<file path="config.mk">
export PLATFORM = sky130hd
export DESIGN_NAME = map_table_flat
export DESIGN_NICKNAME = d
export VERILOG_FILES = /design/src/rtl/map_table_pkg.sv /design/src/rtl/map_table_if.sv /design/src/rtl/map_table_preg_rdy_tbl.sv /design/src/rtl/map_table.sv /design/src/flat_wrapper.sv
export SDC_FILE = /design/constraint.sdc
export NUM_CORES = 1
export LEC_CHECK = 0
export BUFFER_PORTS_ARGS = -buffer_cell sky130_fd_sc_hd__buf_2
export CORE_UTILIZATION = 50
export CTS_CLUSTER_SIZE = 24
export DETAILED_ROUTE_END_ITERATION = 7
export PLACE_DENSITY = 0.76
export SLEW_MARGIN = 20
export SYNTH_ARGS = -nofsm -noshare
export SYNTH_HDL_FRONTEND = slang
export SYNTH_HIERARCHICAL = 1
export SYNTH_SLANG_ARGS = --single-unit
</file>
<file path="constraint.sdc">
create_clock -name clk -period 5.3 [get_ports clk]
set_input_delay 0.795 -clock clk [delete_from_list [all_inputs] [get_ports clk]]
set_output_delay 0.795 -clock clk [all_outputs]
set_load 0.005 [all_outputs]
</file>
<file path="src/rtl/map_table_pkg.sv">
// ============================================================================
// Module      : map_table_pkg
// Description : Shared rename-stage constants and bus types for map_table.
// Revision    : 1.0 - initial release
// ============================================================================
`default_nettype none

package map_table_pkg;

    localparam int LRF_NUM   = 32;
    localparam int PRF_NUM   = 64;
    localparam int LRF_IDX_W = 5;
    localparam int PRF_IDX_W = 6;

    localparam logic [PRF_IDX_W-1:0] ZERO_REG = '0;

    localparam int BR_STATE_W = 2;
    localparam logic [BR_STATE_W-1:0] BR_NONE       = 2'd0;
    localparam logic [BR_STATE_W-1:0] BR_PR_CORRECT = 2'd1;
    localparam logic [BR_STATE_W-1:0] BR_PR_WRONG   = 2'd2;

    // Entry i occupies bits [i*PRF_IDX_W +: PRF_IDX_W] of the flattened bus.
    typedef logic [LRF_NUM-1:0][PRF_IDX_W-1:0] map_t;

    // Logical reg i maps to preg i; the free list starts at preg LRF_NUM.
    function automatic map_t identity_map();
        map_t m;
        for (int i = 0; i < LRF_NUM; i++) begin
            m[i] = PRF_IDX_W'(i);
        end
        return m;
    endfunction

endpackage

`default_nettype wire

</file>
<file path="src/rtl/map_table_if.sv">
// ============================================================================
// Module      : map_table_if
// Description : Dispatch / CDB / recovery bundle between pipeline and map_table.
// Revision    : 1.0 - initial release
// ============================================================================
`default_nettype none

interface map_table_if;
    import map_table_pkg::*;

    logic                  dispatch_en_i;
    logic [LRF_IDX_W-1:0]  rs1_idx_i;
    logic [LRF_IDX_W-1:0]  rs2_idx_i;
    logic [LRF_IDX_W-1:0]  rd_idx_i;
    logic                  rd_vld_i;
    logic [PRF_IDX_W-1:0]  free_preg_i;
    logic                  cdb_vld_i;
    logic [PRF_IDX_W-1:0]  cdb_tag_i;
    logic [BR_STATE_W-1:0] branch_state_i;
    map_t                  rc_map_i;

    logic [PRF_IDX_W-1:0]  rs1_preg_o;
    logic                  rs1_rdy_o;
    logic [PRF_IDX_W-1:0]  rs2_preg_o;
    logic                  rs2_rdy_o;
    logic [PRF_IDX_W-1:0]  told_o;
    map_t                  map_snapshot_o;

    modport master (
        output dispatch_en_i, rs1_idx_i, rs2_idx_i, rd_idx_i, rd_vld_i,
               free_preg_i, cdb_vld_i, cdb_tag_i, branch_state_i, rc_map_i,
        input  rs1_preg_o, rs1_rdy_o, rs2_preg_o, rs2_rdy_o, told_o,
               map_snapshot_o
    );

    modport slave (
        input  dispatch_en_i, rs1_idx_i, rs2_idx_i, rd_idx_i, rd_vld_i,
               free_preg_i, cdb_vld_i, cdb_tag_i, branch_state_i, rc_map_i,
        output rs1_preg_o, rs1_rdy_o, rs2_preg_o, rs2_rdy_o, told_o,
               map_snapshot_o
    );

endinterface

`default_nettype wire

</file>
<file path="src/rtl/map_table_preg_rdy_tbl.sv">
// ============================================================================
// Module      : preg_rdy_tbl
// Description : Per-preg ready bits with one clear, one set and two read ports.
//               MT_CDB_BYPASS_EN forwards a same-cycle set to the read ports.
// Revision    : 1.0 - initial release
// ============================================================================
`default_nettype none

module preg_rdy_tbl
    import map_table_pkg::*;
(
    input  wire logic                 clk,
    input  wire logic                 rst,
    input  wire logic                 clr_en,
    input  wire logic [PRF_IDX_W-1:0] clr_idx,
    input  wire logic                 set_en,
    input  wire logic [PRF_IDX_W-1:0] set_idx,
    input  wire logic [PRF_IDX_W-1:0] rd0_idx,
    output logic                      rd0_rdy,
    input  wire logic [PRF_IDX_W-1:0] rd1_idx,
    output logic                      rd1_rdy
);

    logic [PRF_NUM-1:0] r_rdy;
    logic               w_rd0_byp;
    logic               w_rd1_byp;

    // Preg 0 is never touched so it reads as permanently ready.
    // The clear is written last so an allocation beats a same-cycle broadcast.
    always_ff @(posedge clk) begin
        if (rst) begin
            r_rdy <= '1;
        end else begin
            if (set_en && (set_idx != ZERO_REG)) begin
                r_rdy[set_idx] <= 1'b1;
            end
            if (clr_en && (clr_idx != ZERO_REG)) begin
                r_rdy[clr_idx] <= 1'b0;
            end
        end
    end

`ifdef MT_CDB_BYPASS_EN
    assign w_rd0_byp = set_en && (set_idx == rd0_idx);
    assign w_rd1_byp = set_en && (set_idx == rd1_idx);
`else
    assign w_rd0_byp = 1'b0;
    assign w_rd1_byp = 1'b0;
`endif

    assign rd0_rdy = r_rdy[rd0_idx] | w_rd0_byp;
    assign rd1_rdy = r_rdy[rd1_idx] | w_rd1_byp;

    a_no_alloc_cdb_collision: assert property (
        @(posedge clk) disable iff (rst)
        !(clr_en && set_en && (clr_idx == set_idx) && (clr_idx != ZERO_REG))
    );

endmodule

`default_nettype wire

</file>
<file path="src/rtl/map_table.sv">
// ============================================================================
// Module      : map_table
// Description : Register-rename map table: source lookup, rd remap with Told,
//               snapshot export and checkpoint restore. Optional macro
//               MT_CDB_BYPASS_EN adds same-cycle CDB forwarding to ready.
// Revision    : 1.0 - initial release
// ============================================================================
`default_nettype none

module map_table
    import map_table_pkg::*;
(
    input  wire logic   clk,
    input  wire logic   rst,
    map_table_if.slave  bus
);

    map_t r_map;
    logic w_recover;
    logic w_rename_we;

    assign w_recover   = (bus.branch_state_i == BR_PR_WRONG);
    assign w_rename_we = bus.dispatch_en_i && bus.rd_vld_i &&
                         (bus.rd_idx_i != '0) && !w_recover;

    // Recovery overrides any same-cycle rename; r0 is pinned to ZERO_REG
    // even if the checkpoint carries something else there.
    always_ff @(posedge clk) begin
        if (rst) begin
            r_map <= identity_map();
        end else if (w_recover) begin
            r_map    <= bus.rc_map_i;
            r_map[0] <= ZERO_REG;
        end else if (w_rename_we) begin
            r_map[bus.rd_idx_i] <= bus.free_preg_i;
        end
    end

    assign bus.rs1_preg_o     = r_map[bus.rs1_idx_i];
    assign bus.rs2_preg_o     = r_map[bus.rs2_idx_i];
    assign bus.told_o         = bus.rd_vld_i ? r_map[bus.rd_idx_i] : ZERO_REG;
    assign bus.map_snapshot_o = r_map;

    preg_rdy_tbl u_rdy_tbl (
        .clk     (clk),
        .rst     (rst),
        .clr_en  (w_rename_we),
        .clr_idx (bus.free_preg_i),
        .set_en  (bus.cdb_vld_i),
        .set_idx (bus.cdb_tag_i),
        .rd0_idx (bus.rs1_preg_o),
        .rd0_rdy (bus.rs1_rdy_o),
        .rd1_idx (bus.rs2_preg_o),
        .rd1_rdy (bus.rs2_rdy_o)
    );

endmodule

`default_nettype wire
</file>
<file path="src/flat_wrapper.sv">
// flat-port wrapper written by rule: the top's interface ports become plain ports
module map_table_flat import map_table_pkg::*;
  (clk, rst, bus_dispatch_en_i, bus_rs1_idx_i, bus_rs2_idx_i, bus_rd_idx_i, bus_rd_vld_i, bus_free_preg_i, bus_cdb_vld_i, bus_cdb_tag_i, bus_branch_state_i, bus_rc_map_i, bus_rs1_preg_o, bus_rs1_rdy_o, bus_rs2_preg_o, bus_rs2_rdy_o, bus_told_o, bus_map_snapshot_o);
  map_table_if bus_i ();
  input  wire logic clk;
  input  wire logic rst;
  input wire logic [$bits(bus_i.dispatch_en_i)-1:0] bus_dispatch_en_i;
  input wire logic [$bits(bus_i.rs1_idx_i)-1:0] bus_rs1_idx_i;
  input wire logic [$bits(bus_i.rs2_idx_i)-1:0] bus_rs2_idx_i;
  input wire logic [$bits(bus_i.rd_idx_i)-1:0] bus_rd_idx_i;
  input wire logic [$bits(bus_i.rd_vld_i)-1:0] bus_rd_vld_i;
  input wire logic [$bits(bus_i.free_preg_i)-1:0] bus_free_preg_i;
  input wire logic [$bits(bus_i.cdb_vld_i)-1:0] bus_cdb_vld_i;
  input wire logic [$bits(bus_i.cdb_tag_i)-1:0] bus_cdb_tag_i;
  input wire logic [$bits(bus_i.branch_state_i)-1:0] bus_branch_state_i;
  input wire logic [$bits(bus_i.rc_map_i)-1:0] bus_rc_map_i;
  output wire logic [$bits(bus_i.rs1_preg_o)-1:0] bus_rs1_preg_o;
  output wire logic [$bits(bus_i.rs1_rdy_o)-1:0] bus_rs1_rdy_o;
  output wire logic [$bits(bus_i.rs2_preg_o)-1:0] bus_rs2_preg_o;
  output wire logic [$bits(bus_i.rs2_rdy_o)-1:0] bus_rs2_rdy_o;
  output wire logic [$bits(bus_i.told_o)-1:0] bus_told_o;
  output wire logic [$bits(bus_i.map_snapshot_o)-1:0] bus_map_snapshot_o;
  assign bus_i.dispatch_en_i = bus_dispatch_en_i;
  assign bus_i.rs1_idx_i = bus_rs1_idx_i;
  assign bus_i.rs2_idx_i = bus_rs2_idx_i;
  assign bus_i.rd_idx_i = bus_rd_idx_i;
  assign bus_i.rd_vld_i = bus_rd_vld_i;
  assign bus_i.free_preg_i = bus_free_preg_i;
  assign bus_i.cdb_vld_i = bus_cdb_vld_i;
  assign bus_i.cdb_tag_i = bus_cdb_tag_i;
  assign bus_i.branch_state_i = bus_branch_state_i;
  assign bus_i.rc_map_i = bus_rc_map_i;
  assign bus_rs1_preg_o = bus_i.rs1_preg_o;
  assign bus_rs1_rdy_o = bus_i.rs1_rdy_o;
  assign bus_rs2_preg_o = bus_i.rs2_preg_o;
  assign bus_rs2_rdy_o = bus_i.rs2_rdy_o;
  assign bus_told_o = bus_i.told_o;
  assign bus_map_snapshot_o = bus_i.map_snapshot_o;
  map_table u_core (.clk(clk), .rst(rst), .bus(bus_i));
endmodule
</file>
**After elaboration in Yosys (flattened, before gate mapping)**

Cells that the tools add are included.

- Add/subtract/negate cells: 0
- Multipliers: 0
- Div/mod/pow operators: 0
- $lt $le $gt $ge: 10
- Eq/ne operators: 1
- Shifts and indexed selects: 0
- Mux-type cells: 23
- Bitwise operators: 3
- Reductions and logical operators: 14

Operator list:

| operator | count |
|---|---|
| 192-bit two-way mux | 2 |
| 192-bit bitwise mux | 1 |
| 64-bit two-way mux | 3 |
| 6-bit binary-select mux with 5-bit select | 3 |
| 64-bit AND | 1 |
| 64-bit inverter | 1 |
| 64-bit bitwise OR | 1 |
| 6-bit demux with 5-bit select | 1 |
| 6-bit two-way mux | 5 |
| 6-bit by 7-bit < comparator with 1-bit output, second input constant | 4 |
| 5-bit by 6-bit < comparator with 1-bit output, second input constant | 3 |
| 1-bit binary-select mux with 6-bit select | 2 |
| 1-bit demux with 6-bit select | 2 |
| 6-bit by 1-bit greater-or-equal comparator with 1-bit output, second input constant | 2 |
| 6-bit nonzero test | 2 |
| 1-bit logical AND | 8 |
| 5-bit by 1-bit greater-or-equal comparator with 1-bit output, second input constant | 1 |
| 5-bit nonzero test | 1 |
| 1-bit two-way mux | 4 |
| 2-bit equality test, second input constant | 1 |
| 2-bit nonzero test | 1 |
| 2-bit OR reduction | 1 |
| 1-bit zero test | 1 |

- Register bits: 256
- Latch bits: 0
- Memory bits (writable): 0
- Bits in read-only memories: 0
- Input bits: 226
- Output and inout port bits: 212
- Word-level logic and storage cells: 84
- Memories kept: 0

**Longest topological paths before layout**

Gate-level depths: netlist (run 1).

- Depth in word-level cells: 9
- Mapped depth: 14

**Modules after synthesis**

The synthesis (run 1) kept the hierarchy.

By module, submodules not included:

| module | times used | cells each | area each (µm²) | seq. area each (µm²) |
|---|---|---|---|---|
| map_table | 1 | 1591 | 13885.8 | 3843.7 |
| preg_rdy_tbl | 1 | 425 | 3902.5 | 1281.2 |

**Worst setup path before layout (run 1)**

No wires, ideal clock.

- Path kind: input to output
- Start point: in bus_rs2_idx_i[0]
- End point: out bus_rs2_rdy_o
- Data arrival time: 3.463 ns
- Path slack: 1.042 ns
- Stages: 14
- Path buffers: 5
- Path through: buf_6 buf_6 buf_12 nor2_1 a221oi_1 o21bai_1 a41oi_1 buf_2 buf_2 mux4_2 mux2i_1 nand2_1 a21oi_1 o32ai_1

- Cells in the longest elaborated chain, start to end: 4

Ends and longest elaborated chain:

| item | RTL line | RTL |
|---|---|---|
| start, declared | flat_wrapper.sv:9 | `input wire logic [$bits(bus_i.rs2_idx_i)-1:0] bus_rs2_idx_i;` |
| 6-bit binary-select mux with 5-bit select | map_table.sv:40 | `assign bus.rs2_preg_o = r_map[bus.rs2_idx_i];` |
| 6-bit two-way mux (implied by the code) | map_table.sv:40 |  |
| net bus_rs2_preg_o[0] | flat_wrapper.sv:19 | `output wire logic [$bits(bus_i.rs2_preg_o)-1:0] bus_rs2_preg_o;` |
| 1-bit binary-select mux with 6-bit select | map_table_preg_rdy_tbl.sv:52 | `assign rd1_rdy = r_rdy[rd1_idx] \| w_rd1_byp;` |
| 1-bit two-way mux (implied by the code) | map_table_preg_rdy_tbl.sv:52 |  |
| end, declared | flat_wrapper.sv:20 | `output wire logic [$bits(bus_i.rs2_rdy_o)-1:0] bus_rs2_rdy_o;` |

The timed path passes the listed nets, and every way through them passes these cells. The select of a mux whose other input is x is not followed.

**Final worst setup path (run 1)**

- Start point: in bus_rs1_idx_i[1]
- End point: out bus_rs1_rdy_o

- Cells in the longest elaborated chain, start to end: 4

Ends and longest elaborated chain:

| item | RTL line | RTL |
|---|---|---|
| start, declared | flat_wrapper.sv:8 | `input wire logic [$bits(bus_i.rs1_idx_i)-1:0] bus_rs1_idx_i;` |
| 6-bit binary-select mux with 5-bit select | map_table.sv:39 | `assign bus.rs1_preg_o = r_map[bus.rs1_idx_i];` |
| 6-bit two-way mux (implied by the code) | map_table.sv:39 |  |
| 1-bit binary-select mux with 6-bit select | map_table_preg_rdy_tbl.sv:51 | `assign rd0_rdy = r_rdy[rd0_idx] \| w_rd0_byp;` |
| 1-bit two-way mux (implied by the code) | map_table_preg_rdy_tbl.sv:51 |  |
| end, declared | flat_wrapper.sv:18 | `output wire logic [$bits(bus_i.rs1_rdy_o)-1:0] bus_rs1_rdy_o;` |

Every way passes these cells. The select of a mux whose other input is x is not followed.

==> results.tsv, run 1 <==
metric	value	unit
post-place-ws	318	ps
wirelength	77.6	mm
ios	438	
power_leakage	9.05	nW
yosys_warnings	6	
hp-class	reg -> reg	
cts_htree_levels	1	
antenna_found_initial	10	
design_area	20900	um^2
vias	19362	
nFillCells	3152	
setup_viol	0	
cp_max_fo	15	
synth_fp_nets	2242	
synthArstFlopShare	0	%
cts_root_buf	clkbuf_16	
crit_type	in -> out	
final_nets	2542	
syn_area_per_cell	8.82	um^2
wl_per_cell	27.8	um
grt_max_degree	175	
synth_top_area_share	28.8	%
synth-seq-cells	256	
ir_drop	0.252	mV
netlist_area	17800	um^2
slew_headroom	24.7	%
power_per_cell_area	256	nW/um^2
critPathRequiredTime	4510	ps
yosysSeqAreaShare	28.8	%
gr-total-overflow	0	
tns	0	ps
cts.sinks	256	
crit_chain	buf_2, buf_12, mux2i_1, a221oi_1, o21bai_1, a41oi_2, buf_4, mux4_1, mux2i_1, mux2i_1, a2111oi_1, a211oi_1, buf_2	
hold_buffers	0	
tritoncts	built	
grt_util_all_layers	41.6	%
synth-main-ff-cell	dfxtp_1	
yosys-top-cells-area	dfxtp_1 29%, mux4_2 14%, mux2i_1 7.9%	
hpwl	55.7	mm
slowest_delay	570	ps
seqPwrFrac	40.5	%
fmax	192	MHz
synth_area_leader_cell	dfxtp_1	
drv_cap	0	
synth-edff-count	0	
synthToLayoutAreaGrowth	17.7	%
outcome	finished, final reports clean	
numCtsBuffers	28	
maxSlewViolCount	0	
p_sw_share	30.8	%
clock_latency	560	ps
rsz0062_at_grt	false	
hold_viol	0	
synth_cells	2016	
cpMostUsedCell	mux2i_1	
end_kind	primary output	
die_w	191	um
grt_pass1_wl	114	mm
crit_slowest_cell	a2111oi_1	
drt-vias-per-instance	6.92	
drive_gt1_share	28.2	%
first_iter_violations	2682	
initial_core_util	51.1	%
core_area	34800	um^2
clock_skew	0	ps
finalCriticalPeriod	5210	ps
rows	68	
worst_setup_path_start_kind	input pin	
dieArea	36300	um^2
place_area	20000	um^2
ys_types	60	
cts-resized-gates	0	
setup_slack	88.4	ps
post-route-period-util	98.3	%
design_power_total	5.37	mW
internal_power	3.71	mW
p_switching	1.65	mW
drtAntennaViolNets	0	
gp_congestion	1.05	
io_buffers	431	
cts.reportedPaths.clkPinSlew	60	ps
power_frac_clock	38.1	%
firstDrtPassIters	8	
combPwrFrac	21.4	%
cts_buffer_depth	3	
die_h	191	um
drc_errors	0	
tightest_slew	1130	ps
postCtsSetupRepairBufs	0	
cp_data_arrival_time	4420	ps
grt_pass1_vias	18095	
==> cell families after synthesis <==
family	after synthesis	synth area share (%)
and+or+nand+nor	776	20.7
AOI/OAI and AO/OA	505	21.2
muxes	262	23.1
DFF	256	28.8
buffers and inverters	217	6.26
==> final cells by class <==
type	count	area (um^2)	share of cell area (%)
antenna	5	12.5	0.0598
clock buffer	42	783	3.74
clock inverter	8	154	0.735
inverter	5	18.8	0.0896
multi-input combinational	1543	11600	55.4
sequential	256	5120	24.5
tap	455	569	2.72
timing repair buffer	482	2670	12.8
==> cell usage after synthesis (3+ instances only) <==
cell and instances:
a221oi_1 12, clkbuf_1 115, and3b_1 4, buf_2 56
dfxtp_1 256, clkbuf_2 3, nand4bb_1 6, nor2b_1 17
or4b_1 3, nand4_1 3, a211oi_1 84, nand2b_1 8
mux2i_1 141, buf_6 12, o22ai_1 42, mux2_2 5
a32o_1 12, nand4b_1 6, nand2_2 4, inv_1 5
a41oi_1 12, o21bai_1 155, a311oi_1 108, nor4_1 7
buf_4 19, and2_1 19, nor2_1 267, nand3b_1 5
mux4_1 6, nand2_1 202, nand3_1 108, and3_1 84
nor3_1 13, nor3b_1 3, a31oi_1 8, mux4_2 110
a21oi_1 64
==> registers in the layout (all words and copies together) (netlist names) <==
signal	flops
u_core/u_rdy_tbl/r_rdy	64
u_core/bus.map_snapshot_o	192
==> metrics by stage <==
stage | hold slack [ps] | utilization, % | std cells
2_1_floorplan | 435 | - | 2016
3_3_place_gp | 457 | 57.4 | 2741
3_5_place_dp | 464 | 57.4 | 2741
4_1_cts | 478 | 60.1 | 2791
5_1_grt | 489 | 60.2 | 2795
6_report | 481 | 60.2 | 2796
==> power by group through the flow <==
stage	clock, mW	combinational (mW)	sequential (mW)
after floorplan	0	0.680	2.14
after global placement	0	1.10	2.20
after detailed placement	0	1.11	2.21
after CTS	2.04	1.12	2.17
after global routing	2.13	1.20	2.18
final	2.04	1.15	2.18
==> worst paths after layout <==
kind / to / slack, ps / from / depth (start not counted)
worst max register to register: u_core/bus.map_snapshot_o[175]$_SDFFE_PP0P_ / 4260 / u_core/bus.map_snapshot_o[175]$_SDFFE_PP0P_ / 2
worst min register to register: u_core/u_rdy_tbl/r_rdy[0]$_SDFF_PP1_ / 480 / u_core/u_rdy_tbl/r_rdy[0]$_SDFF_PP1_ / 1
worst max-delay path: bus_rs1_rdy_o / 90 / bus_rs1_idx_i[1] / 13
worst min-delay path: u_core/u_rdy_tbl/r_rdy[0]$_SDFF_PP1_ / 480 / u_core/u_rdy_tbl/r_rdy[0]$_SDFF_PP1_ / 1
==> per-layer routing <==
layer	wire (um)	up-vias	share of wire (%)	global-route usage [%]
met1	29800	9311	38	56.2
met5	54	-	0.070	0
met3	9910	212	13	9.18
met2	34900	1541	45	64.6
met4	2970	8	3.8	15.9
li1	-	8290	-	-
==> critical path, delay by kind of cell <==
kind	cells	cell delay, ps
AO/OA/AOI/OAI	5	1760
multiplexers	4	670
buffers and inverters	4	1160
==> cell usage in the layout (no fill, tap or decap), drive strengths merged, types with 3 or more instances in the layout <==
cell type,instances
inv,5
a2111oi,3
bufinv,4
dfxtp,256
mux4,116
nand4bb,6
nor3b,6
and3b,4
diode,5
buf,482
nor2b,17
nand4b,6
nand3,108
a32o,12
a21oi,64
a211oi,84
a311oi,108
a31oi,8
nor2,267
nand2,206
a41oi,12
and2,19
nor4,7
o22ai,42
o21bai,155
nand3b,5
clkinv,3
mux2i,141
mux2,5
nor3,14
nand2b,8
clkbuf,42
and3,84
a221oi,12
or4b,3
nand4,3
Power figures use the tool's default switching activity.
==> run 2: changes to the inputs <==
==> constraint.sdc (replaced) <==
create_clock -name clk -period 6.55 [get_ports clk]
set_input_delay 0.9825 -clock clk [delete_from_list [all_inputs] [get_ports clk]]
set_output_delay 0.9825 -clock clk [all_outputs]
set_load 0.005 [all_outputs]
==> results.tsv, run 2 (same netlist as run 1, synthesis figures left out) <==
metric	value	unit
core_area	34800	um^2
min-delay-start	u_core/u_rdy_tbl/r_rdy[0]$_SDFF_PP1_	
end_kind	primary output	
die_h	191	um
p_sw_share	30.4	%
crit_slowest_cell	mux4_2	
hold_viol	0	
crit_chain	buf_2, buf_4, mux2i_1, a221oi_1, o21bai_1, a41oi_2, buf_4, mux4_2, mux2i_1, mux2i_1, o21ai_0, a211oi_1, buf_2	
critPathRequiredTime	5570	ps
grt_pass1_wl	113	mm
grt_max_degree	131	
crit_path_start	bus_rs1_idx_i[1]	
worst_setup_path_start_kind	input pin	
wirelength	77.3	mm
synthToLayoutAreaGrowth	17.3	%
cpMostUsedCell	mux2i_1	
drv_cap	0	
numCtsBuffers	28	
crit_family	compound AO/OA/AOI/OAI gates	
drtAntennaViolNets	0	
final_cell_mix	429 x buf_2, 267 x nor2_1, 256 x dfxtp_1	
fmax	179	MHz
crit_type	in -> out	
layout_commonest_cell	buf_2	
whs	493	ps
slew_headroom	21.6	%
drc_errors	0	
dieArea	36300	um^2
tns	0	ps
cts.reportedPaths.clkPinSlew	60	ps
vias	19515	
final_nets	2533	
power_frac_clock	39.5	%
hpwl	55.4	mm
tritoncts	built	
firstDrtPassIters	7	
drt-vias-per-instance	7.00	
r2r-start	u_core/bus.map_snapshot_o[158]$_SDFFE_PP0P_	
grt_util_all_layers	41.1	%
gp_congestion	0.995	
power_leakage	9.03	nW
wl_per_cell	27.7	um
power_per_cell_area	212	nW/um^2
antenna_found_initial	5	
outcome	finished, final reports clean	
gr-total-overflow	0	
drive_gt1_share	28.2	%
hold_buffers	0	
rows	68	
postCtsSetupRepairBufs	0	
cts_root_buf	clkbuf_16	
clock_skew	0	ps
cp_max_fo	18	
maxSlewViolCount	0	
slowest_delay	530	ps
setup_viol	0	
seqPwrFrac	39.7	%
io_buffers	431	
internal_power	3.08	mW
p_switching	1.35	mW
cts.sinks	256	
cts_htree_levels	1	
combPwrFrac	20.8	%
hp-class	reg -> reg	
grt_pass1_vias	18009	
first_iter_violations	2653	
finalCriticalPeriod	5590	ps
cts-resized-gates	0	
path_buf_inv	4	
largest_reg_flops	192	
die_w	191	um
initial_core_util	51.1	%
ir_drop	0.195	mV
post-route-period-util	85.3	%
ios	438	
cts_buffer_depth	3	
rsz0062_at_grt	false	
cp_data_arrival_time	4600	ps
clock_latency	560	ps
tightest_slew	1180	ps
-- run 2: cell count changes in the layout (fill, tap and decap cells not counted), sizes merged --
cell    delta
buf        -9
clkbuf     +1
diode      +1
-- run 2: power by group through the flow --
| stage | sequential (mW) | clock (mW) | combinational (mW) |
|---|---|---|---|
| detailed placement | 1.78 | 0 | 0.890 |
| floorplan | 1.73 | 0 | 0.550 |
| finish | 1.76 | 1.75 | 0.922 |
| global placement | 1.78 | 0 | 0.883 |
| CTS | 1.75 | 1.75 | 0.895 |
| global route | 1.76 | 1.81 | 0.962 |
-- run 2: routing by layer --
metal | part of all wire, % | vias up | global-route usage [%]
met5 | 0 | - | 0
met4 | 4.4 | 0 | 16.8
met3 | 13 | 248 | 8.94
met2 | 45 | 1672 | 63.4
met1 | 38 | 9340 | 55.6
li1 | - | 8255 | -
-- run 2: final timing paths --
path / to / slack (ps) / cells after the start
hold reg to reg: u_core/u_rdy_tbl/r_rdy[0]$_SDFF_PP1_ / 490 / 1
hold / removal: u_core/u_rdy_tbl/r_rdy[0]$_SDFF_PP1_ / 490 / 1
setup / recovery: bus_rs1_rdy_o / 960 / 13
setup reg to reg: u_core/bus.map_snapshot_o[158]$_SDFFE_PP0P_ / 5540 / 2
-- run 2: area by class of cell --
class | instances | area (um^2)
Sequential cell | 256 | 5120
Timing Repair Buffer | 473 | 2520
Inverter | 5 | 18.8
Multi-Input combinational cell | 1543 | 11600
Clock buffer | 43 | 868
Antenna cell | 6 | 15.0
Tap cell | 455 | 569
Fill cell | 3040 | 13900
Clock inverter | 8 | 146
-- run 2: worst register-to-register path, stage by stage, from the launching register on --
cell	delay (ps)
dfxtp_1	480
nand2_1	80
a311oi_1	340
-- run 2: per-stage QoR --
step	total power [mW]	util, %	instance area, um^2	instances	setup slack (ps)
final	4.42	60.0	20900	2789	964
after global placement	2.66	57.0	19800	2731	991
after global routing	4.53	60.0	20900	2788	728
after detailed placement	2.67	57.0	19800	2731	990
after CTS	4.39	59.9	20800	2782	984
after floorplan	2.28	-	17800	2016	1920
